$ cat config.mk
export PLATFORM = sky130hd
export DESIGN_NAME = fpu_scoreboard
export DESIGN_NICKNAME = d
export VERILOG_FILES = /design/src/rtl/fpu_scoreboard.sv
export SDC_FILE = /design/constraint.sdc
export NUM_CORES = 1
export LEC_CHECK = 0
export BUFFER_PORTS_ARGS = -buffer_cell sky130_fd_sc_hd__buf_2
export CORE_ASPECT_RATIO = 1.2
export CORE_UTILIZATION = 50
export DETAILED_ROUTE_END_ITERATION = 10
export PLACE_DENSITY = 0.83
export SYNTH_ARGS = -nofsm -noshare
export SYNTH_HDL_FRONTEND = slang
export SYNTH_SLANG_ARGS = --single-unit
$ cat constraint.sdc
create_clock -name clock -period 3.8 [get_ports clock]
set_input_delay 0.76 -clock clock [delete_from_list [all_inputs] [get_ports clock]]
set_output_delay 0.76 -clock clock [all_outputs]
set_load 0.03 [all_outputs]
$ cat src/rtl/fpu_scoreboard.sv
// ---------------------------------------------------------------------------
// fpu_scoreboard
//
// Hazard tracker between FP decode and FP execute. It remembers the FP
// destination register of every accepted multi-cycle operation (FMA pipeline,
// iterative fdiv/fsqrt) until execute reports completion. Decode is stalled on
// RAW, WAW and structural hazards that single-cycle forwarding cannot cover.
//
// Optional feature: define FPU_SCOREBOARD_TIMEOUT_EN to add a watchdog. It
// flags err once TIMEOUT cycles pass with work in flight and no completion.
//
// Parameters
//   MAX_OUT   multi-cycle operations allowed in flight (1..7)
//   TIMEOUT   watchdog limit in cycles (only with FPU_SCOREBOARD_TIMEOUT_EN)
//
// Ports
//   clock, reset                 rising-edge clock, async active-high reset
//   issue_valid/fwren/waddr      decoded instruction and its FP destination
//   issue_frden1..3/raddr1..3    FP source enables and indices
//   issue_multi, issue_div       latency > 1 cycle / uses iterative divider
//   done_valid/fwren/waddr/div   one multi-cycle operation retires
//   flush                        discard all in-flight tracking
//   stall                        instruction must not be accepted this cycle
//   pending                      bit i: FP register i awaits a result
//   count                        multi-cycle operations in flight
//   div_busy                     divider owned
//   err                          sticky protocol / watchdog error
// ---------------------------------------------------------------------------
module fpu_scoreboard #(
    parameter int MAX_OUT = 2,
    parameter int TIMEOUT = 64
) (
    input  logic        clock,
    input  logic        reset,
    input  logic        issue_valid,
    input  logic        issue_fwren,
    input  logic [4:0]  issue_waddr,
    input  logic        issue_frden1,
    input  logic        issue_frden2,
    input  logic        issue_frden3,
    input  logic [4:0]  issue_raddr1,
    input  logic [4:0]  issue_raddr2,
    input  logic [4:0]  issue_raddr3,
    input  logic        issue_multi,
    input  logic        issue_div,
    input  logic        done_valid,
    input  logic        done_fwren,
    input  logic [4:0]  done_waddr,
    input  logic        done_div,
    input  logic        flush,
    output logic        stall,
    output logic [31:0] pending,
    output logic [2:0]  count,
    output logic        div_busy,
    output logic        err
);

    if (MAX_OUT < 1 || MAX_OUT > 7) begin : g_bad_max_out
        $error("MAX_OUT must be in 1..7");
    end
    if (TIMEOUT < 1) begin : g_bad_timeout
        $error("TIMEOUT must be at least 1");
    end

    typedef enum logic {
        IDLE = 1'b0,
        DIV  = 1'b1
    } div_state_t;

    div_state_t  state_q, state_d;
    logic [31:0] pending_q;
    logic [2:0]  count_q;
    logic        err_q;

    logic [31:0] clr_mask, eff, set_mask;
    logic        raw, waw, struct_haz, accept;
    logic        done_ok, inc, proto_err, wd_err;

    // A completion presented this cycle already releases its destination, so
    // a dependent instruction issues with zero bubble.
    assign clr_mask = (done_valid && done_fwren) ? (32'd1 << done_waddr) : 32'd0;
    assign eff      = pending_q & ~clr_mask;

    assign raw = (issue_frden1 & eff[issue_raddr1]) |
                 (issue_frden2 & eff[issue_raddr2]) |
                 (issue_frden3 & eff[issue_raddr3]);
    assign waw = issue_fwren & eff[issue_waddr];

    // A retiring operation frees its slot (and the divider) in the same cycle.
    assign struct_haz = (issue_multi & (count_q == 3'(MAX_OUT)) & ~done_valid) |
                        (issue_div & (state_q == DIV) & ~(done_valid & done_div));

    assign stall  = issue_valid & ~flush & (raw | waw | struct_haz);
    assign accept = issue_valid & ~stall & ~flush;

    // A completion with nothing in flight is an error and must not underflow
    // count or disturb pending.
    assign done_ok  = done_valid & (count_q != 3'd0);
    assign inc      = accept & issue_multi;
    assign set_mask = (inc && issue_fwren) ? (32'd1 << issue_waddr) : 32'd0;

    // Completions in a flush cycle are ignored, including for error checks.
    assign proto_err = ~flush & done_valid &
                       ((count_q == 3'd0) |
                        (done_fwren & ~pending_q[done_waddr]) |
                        (done_div & (state_q == IDLE)));

    // NOTE: every signal assigned in always_comb gets a default first so no
    // latch is inferred on paths that do not assign it.
    always_comb begin
        state_d = state_q;
        case (state_q)
            IDLE: if (accept && issue_div) state_d = DIV;
            DIV:  if (done_valid && done_div && !(accept && issue_div)) state_d = IDLE;
            default: state_d = IDLE;
        endcase
        if (flush) state_d = IDLE;
    end

    // NOTE: sequential state uses non-blocking assignments so every register
    // samples the pre-edge values regardless of statement order.
    always_ff @(posedge clock or posedge reset) begin
        if (reset) begin
            state_q   <= IDLE;
            pending_q <= 32'd0;
            count_q   <= 3'd0;
            err_q     <= 1'b0;
        end else begin
            state_q <= state_d;
            err_q   <= err_q | proto_err | wd_err;
            if (flush) begin
                pending_q <= 32'd0;
                count_q   <= 3'd0;
            end else begin
                // Clear before set: a new issue to the same index wins.
                pending_q <= (done_ok ? eff : pending_q) | set_mask;
                count_q   <= count_q + 3'(inc) - 3'(done_ok);
            end
        end
    end

`ifdef FPU_SCOREBOARD_TIMEOUT_EN
    localparam int WD_W = $clog2(TIMEOUT + 1);
    logic [WD_W-1:0] wd_q;

    // Counts idle cycles with work in flight; saturates at TIMEOUT.
    always_ff @(posedge clock or posedge reset) begin
        if (reset) begin
            wd_q <= '0;
        end else if (flush || done_valid) begin
            wd_q <= '0;
        end else if (count_q != 3'd0 && wd_q != WD_W'(TIMEOUT)) begin
            wd_q <= wd_q + 1'b1;
        end
    end

    assign wd_err = (wd_q == WD_W'(TIMEOUT));
`else
    assign wd_err = 1'b0;
`endif

    assign pending  = pending_q;
    assign count    = count_q;
    assign div_busy = (state_q == DIV);
    assign err      = err_q;

endmodule
==> results of run 1 <==
==> critical path, cell delays in order <==
cell and delay (ns):
buf_8 0.10, or3b_4 0.47, o21ai_2 0.22, buf_4 0.17
a221oi_1 0.07, nand2_1 0.07, a211oi_1 0.05, or4_4 0.55
or3_4 0.44, buf_12 0.14, and2_4 0.13, buf_6 0.13
==> cell type report <==
class	instances	area (sq um)	share of cell area, %
clock buffers	7	96.3	1.70
well taps	92	115	2.03
flip-flops and latches	37	926	16.4
repair buffers	202	1510	26.6
clock inverters	1	5.00	0.0885
multi-input cells	365	2930	51.8
inverters	20	75.1	1.33
==> routing by layer <==
layer	up-vias	GRT usage, %	share of wire [%]
li1	2206	-	-
met1	2380	52.5	35
met2	410	74.2	47
met3	117	5.98	10
met4	0	27.9	7.2
met5	-	0	0
==> what timing repair did <==
item                                    CTS  global route
gates cloned                              3             0
resized for setup                        41            15
setup buffers                            13             3
endpoints found under the setup margin    3             4
hold buffers                              0             0
pin swaps                                17            12
==> metrics by stage <==
step / utilization, % / hold WS (ns)
3_5_place_dp: 66.7 / 0.454
3_3_place_gp: 66.7 / 0.451
2_1_floorplan: - / 0.668
4_1_cts: 72.5 / 0.471
6_report: 73.4 / 0.472
5_1_grt: 73.4 / 0.498
==> Yosys cell counts (4+ instances only) <==
library cell / instances
mux2i_1: 8
clkbuf_1: 20
o311ai_0: 6
nand2b_1: 11
nor2b_1: 11
o31ai_1: 25
o21ai_1: 17
a21oi_1: 5
o2111ai_1: 7
inv_1: 20
o21ai_0: 25
nand2_1: 28
nand3_1: 16
o41ai_1: 6
nor3_1: 9
mux4_2: 15
buf_6: 7
buf_2: 9
or3_1: 4
o211ai_1: 60
dfrtp_1: 37
nor2_1: 28
a211oi_1: 4
==> power by group through the flow <==
| stage | Sequential, mW | Combinational, mW | Clock [mW] |
|---|---|---|---|
| final | 0.425 | 0.532 | 0.310 |
| after global routing | 0.427 | 0.565 | 0.318 |
| after CTS | 0.425 | 0.516 | 0.310 |
| after detailed placement | 0.432 | 0.456 | 0 |
| after global placement | 0.432 | 0.448 | 0 |
| after floorplan | 0.467 | 0.260 | 0 |
==> logic make-up (layout without fill, tap and decap cells) <==
logic type | Yosys count | after routing | share of synthesized area (%)
and+or+nand+nor | 142 | 142 | 20.1
DFF | 37 | 37 | 23.3
buffers and inverters | 57 | 230 | 7.07
AOI/OAI and AO/OA | 193 | 193 | 36.6
xor gates and xnor gates | 2 | 2 | 0.440
adders and majority gates | 3 | 3 | 1.13
muxes | 25 | 25 | 11.4
==> registers in the layout (all words and copies together) (netlist names) <==
name and flops:
count 3, err 1, div_busy 1, pending 32
==> worst max path at each step <==
stage | cells after the start | slack (ns) | end
6_report | 12 | -0.27 | stall
5_1_grt | 17 | -0.37 | count[2]$_DFF_PP0_
2_1_floorplan | 17 | -0.44 | count[1]$_DFF_PP0_
3_3_place_gp | 15 | -0.64 | count[1]$_DFF_PP0_
3_5_place_dp | 16 | -0.66 | count[2]$_DFF_PP0_
4_1_cts | 16 | -0.24 | count[2]$_DFF_PP0_
==> results by group, run 1 <==
Clock network
  – Htree depth: 2
  – Clk_lat worst skew: 0.29 ns
  – TritonCTS clock tree: built
  – Sinks on Clock Net: 37
  – Max Buffers Root-to-Sink: 2
  – Clock transition at path regs: 0.08 ns
  – Total CTS buffers: 5
  – Root Buffer: clkbuf_8

Finish
  – Finished Layout Cells: 724
  – Diode count: 0
  – Fraction of layout instances using a drive strength above 1: about 43%
  – Layout area overhead: 42.1%
  – Fill cells: 592
  – Most common cell after layout, fill and taps aside: buf_4
  – Commonest non-fill, non-tap cells in the layout: buf_4 (113), buf_2 (71), o211ai_1 (60)
  – Final std cell area, no fill: 5660 sq um
  – Net count, final: 672

Pwr
  – Pwr per Cell Area: 224 nW/um^2
  – Clock network fraction of design power: 24.5%
  – Cell Int Power: 0.803 mW
  – Comb power frac: 42.0%
  – Sw Ratio: 36.6%
  – Flop pwr share: 33.6%
  – Worst vdd ir: 0.303 mV
  – Switching power total: 0.464 mW
  – Total power: about 1.3 mW
  – Static Leak: approximately 2.4 nW

Synth
  – Yosys top cell area share: 23.3%
  – Count of flip-flops with a built-in enable after synthesis: 0
  – Sequential-to-total area share from yosys stat: 23.3%
  – Yosys warns: 0
  – Yosys top cell by area: dfrtp_1
  – Netlist Area Pre-Place: 3980 sq um
  – Syn avg cell area: 8.67 sq um
  – Cell variety after synth: 77
  – Synth top area cells: dfrtp_1 (23%), o211ai_1 (11%), mux4_2 (8.5%)
  – Post-synth ARST share: 100%
  – Synthesized net count: 500
  – Flip-flop and latch count after synthesis: 37
  – Syn Inst Count: 459
  – Primary FF master, synth: dfrtp_1

Outcome
  – Status: complete, but fails checks
  – Failing checks: setup timing

Routing
  – DRT antenna net count: 0
  – Pre-antenna DRT Iters: 5
  – DR iter-0 viols: 560
  – Final WL: 18,400 microns
  – Routed vias: 5,113
  – Vias per inst: 7.06
  – Wire length per cell: approximately 25 microns
  – DRC Markers: 0

Timing
  – Final Max Tran Viols: 0
  – F_max: 0.246 GHz
  – Worst slew pin tran: 0.989 ns
  – Worst slew margin: between 30% and 40%
  – Clock skew: 0.00550 ns
  – Fin crit period: 4.07 ns
  – Setup TNS: -0.749 ns
  – Fin. Hold Viols: 0
  – RSZ-0062 raised after global routing: yes
  – Final setup violating endpoints: 3
  – Period utilisation layout: 107%
  – Worst setup margin: -0.266 ns

Floorplanning
  – IO Pins: between 70 and 80
  – Core area: 7710 sq um
  – Starting Density: 51.7%
  – DIE AREA: 8330 sq um
  – Cell Rows: 35
  – Die height: 99.8 microns
  – Die width: around 83 microns

Place
  – RD Place Congestion: just over 1
  – PortBufs: 75
  – Placed insts: between 600 and 700
  – Placement Cell Area: 5140 sq um
  – Dpl ws: -0.663 ns
  – Hpwl dp: 13,300 microns

Setup path
  – Worst Reg2Reg Path Length in Cells: 15
  – Critical path data required time: 3.04 ns
  – Crit path from: done_waddr[0]
  – Worst setup EP type: primary output
  – Worst r2r src: div_busy$_DFF_PP0_
  – WP data arrival: 3.31 ns
  – Reg2reg end: count[2]$_DFF_PP0_
  – CP max FO: 6
  – CP startpoint kind: input pin
  – R2R setup slack: 0.21 ns
  – Crit path kind: in2out

Job
  – Max-Cap Viols: 0

Global route
  – Vias in the first global route: 5,071
  – Global Route Usage Sum: 43.7%
  – Global-route wire length before repair: between 20,000 and 30,000 microns
  – Number of antenna violations at the first check in global routing: 0
  – Largest net degree at the start of global routing: 38
  – GRT overflow: 0

Min path
  – WHS Path Cells: 1
  – Hold/Removal Path Class: reg2reg
  – Hold Crit Endpoint: err$_DFF_PP0_
  – Hold wc startpoint: err$_DFF_PP0_
No activity file was read; power rests on OpenSTA's default activity.
==> inputs of run 2 (changes only) <==
- CELL_PAD_IN_SITES_DETAIL_PLACEMENT: not set -> 0
- CELL_PAD_IN_SITES_GLOBAL_PLACEMENT: not set -> 1
- CORE_UTILIZATION: 50 -> 38
- PLACE_DENSITY: 0.83 -> 0.84
==> run 2 against run 1 <==
The flow still finishes with violations (setup timing). Hold slack worse by 0.013 ns. Cell area rose by 0.24%. Clock-buffer cell count is the same. Combinational power fell by 6.8%. Total power increased by 7.9%. Setup slack lost 0.036 ns. Clock power up 41%. Maximum frequency down 0.87%. Routed wire length down 8.4%. First-iteration DRC count decreased by 22%. Clock skew increased by 0.0014 ns. Sequential share of layout area hardly changed. Critical path type unchanged.
==> results by group, run 2 (synthesized netlist as in run 1, its figures left out) <==
Outcome
  – Status: complete, but fails checks
  – Failing checks: setup timing

Job
  – Max-Cap Viols: 0

Min path
  – Hold/Removal Path Class: reg2reg
  – Hold wc startpoint: err$_DFF_PP0_
  – WHS Path Cells: 1
  – Hold Crit Endpoint: err$_DFF_PP0_

Finish
  – Max reg flops: 32
  – Fill cells: approximately 940
  – Fraction of layout instances using a drive strength above 1: 41.8%
  – Final std cell area, no fill: between 5000 and 6000 sq um
  – Net count, final: 669
  – Most common cell after layout, fill and taps aside: buf_4
  – Commonest non-fill, non-tap cells in the layout: buf_4 (107), buf_2 (69), o211ai_1 (60)
  – Diode count: 0
  – Layout area overhead: 42.5%
  – Fin util: 56.1%

Clock network
  – Total CTS buffers: 5
  – Clk_lat worst skew: ~0.29 ns
  – Clock transition at path regs: around 0.060 ns
  – Htree depth: 2
  – Sinks on Clock Net: 37
  – Root Buffer: clkbuf_16
  – Max Buffers Root-to-Sink: 2
  – TritonCTS clock tree: built

Timing
  – Period utilisation layout: 108%
  – Final setup violating endpoints: 3
  – RSZ-0062 raised after global routing: yes
  – Clock skew: between 0.006 and 0.007 ns
  – Final Max Tran Viols: 0
  – Worst setup margin: -0.302 ns
  – F_max: 0.244 GHz
  – Fin crit period: 4.10 ns
  – Worst slew pin tran: 1.02 ns
  – Worst slew margin: 32.0%
  – Fin. Hold Viols: 0
  – Setup TNS: -0.866 ns

Global route
  – Global Route Usage Sum: a little under a third
  – Largest net degree at the start of global routing: 35
  – Global-route wire length before repair: 25,800 microns
  – Number of antenna violations at the first check in global routing: 0
  – Vias in the first global route: roughly 4,600
  – GRT overflow: 0

Routing
  – Routed vias: around 5,000
  – DR iter-0 viols: 436
  – Vias per inst: about 6.5
  – Pre-antenna DRT Iters: 5
  – Final WL: 16,900 microns
  – DRT antenna net count: 0
  – DRC Markers: 0
  – Wire length per cell: 22.3 microns

Setup path
  – Crit path kind: in2out
  – Worst path slowest cell: or4_1
  – Worst setup EP type: primary output
  – WP data arrival: 3.34 ns
  – Worst r2r src: count[1]$_DFF_PP0_
  – Crit path top cell by count: buf_4
  – Crit path from: done_waddr[2]
  – Reg2reg end: count[1]$_DFF_PP0_
  – Crit-path cells: buf_8, buf_4, nand3b_1, buf_4, o21ai_1, buf_4, nor2_1, o21ai_0, a211oi_1, or4_1, or3_4, buf_12, and2_4, buf_6
  – CP max FO: 6
  – Critical path data required time: 3.04 ns
  – R2R setup slack: 0.37 ns
  – CP startpoint kind: input pin
  – Worst Reg2Reg Path Length in Cells: 15
  – Crit-path max cell delay: 0.52 ns

Floorplanning
  – Core area: 10,100 sq um
  – Die height: 114 microns
  – Starting Density: 39.4%
  – IO Pins: 76
  – Die width: about 95 microns
  – Cell Rows: 40
  – DIE AREA: between 10,000 and 15,000 sq um

Place
  – Hpwl dp: approximately 13,000 microns
  – PortBufs: 75
  – RD Place Congestion: 0.983
  – Placement Cell Area: 5180 sq um

Pwr
  – Static Leak: 2.37 nW
  – Worst vdd ir: 0.443 mV
  – Total power: 1.37 mW
  – Pwr per Cell Area: 241 nW/um^2
[run 2: changes by cell type in the layout (fill, tap and decap cells not counted), moves of 2 or more]
cell,change
clkbuf_8,-5
buf_6,+3
clkbuf_16,+5
clkbuf_4,+3
o21ai_1,+4
o21ai_4,-5
buf_2,-2
buf_4,-6
[run 2: layout make-up]
class | count | area, sq um | share of cell area [%]
Multi-Input combinational cell | 365 | 2890 | 50.9
Timing Repair Buffer | 199 | 1470 | 25.9
Sequential cell | 37 | 926 | 16.3
Tap cell | 126 | 158 | 2.78
Clock buffer | 7 | 153 | 2.69
Inverter | 20 | 75.1 | 1.32
Clock inverter | 1 | 5.00 | 0.0882
[run 2: power by group]
part | leakage (nW) | switching [mW] | total [mW] | internal [mW]
clock | 0.0799 | 0.160 | 0.438 | 0.278
combinational | 1.78 | 0.282 | 0.496 | 0.213
sequential | 0.509 | 0.0225 | 0.433 | 0.411
[run 2: layer usage]
metal	GRT usage, %	share of wire, %
met2	52.5	49
met5	0	0
met3	4.18	7.8
met1	39.3	38
met4	16.4	5.8
[run 2: worst max-delay path, delay by kind of cell]
kind                   cells  cell delay (ns)
buffers and inverters      6             0.85
AOI/OAI and AO/OA          3             0.45
and+or+nand+nor            5             1.26
[run 2: per-stage QoR]
stage	hold WS, ns	setup WS [ns]	instances
after global placement	0.454	-0.609	728
after detailed placement	0.449	-0.591	728
after floorplan	0.668	-0.444	459
after CTS	0.462	-0.339	744
final	0.459	-0.302	755
after global routing	0.464	-0.410	755
[run 2: worst max-delay path by stage]
stage | endpoint | slack [ns] | cells after the start
floorplan | count[1]$_DFF_PP0_ | -0.44 | 17
global placement | count[1]$_DFF_PP0_ | -0.61 | 16
detailed placement | count[1]$_DFF_PP0_ | -0.59 | 17
CTS | stall | -0.34 | 12
global route | count[1]$_DFF_PP0_ | -0.41 | 18
finish | stall | -0.30 | 14
[run 2: timing repair]
action	in CTS	in global routing
setup buffers	7	10
resized for setup	22	29
hold buffers	0	0
gates cloned	1	1
setup endpoints to repair	3	4
pin swaps	11	18
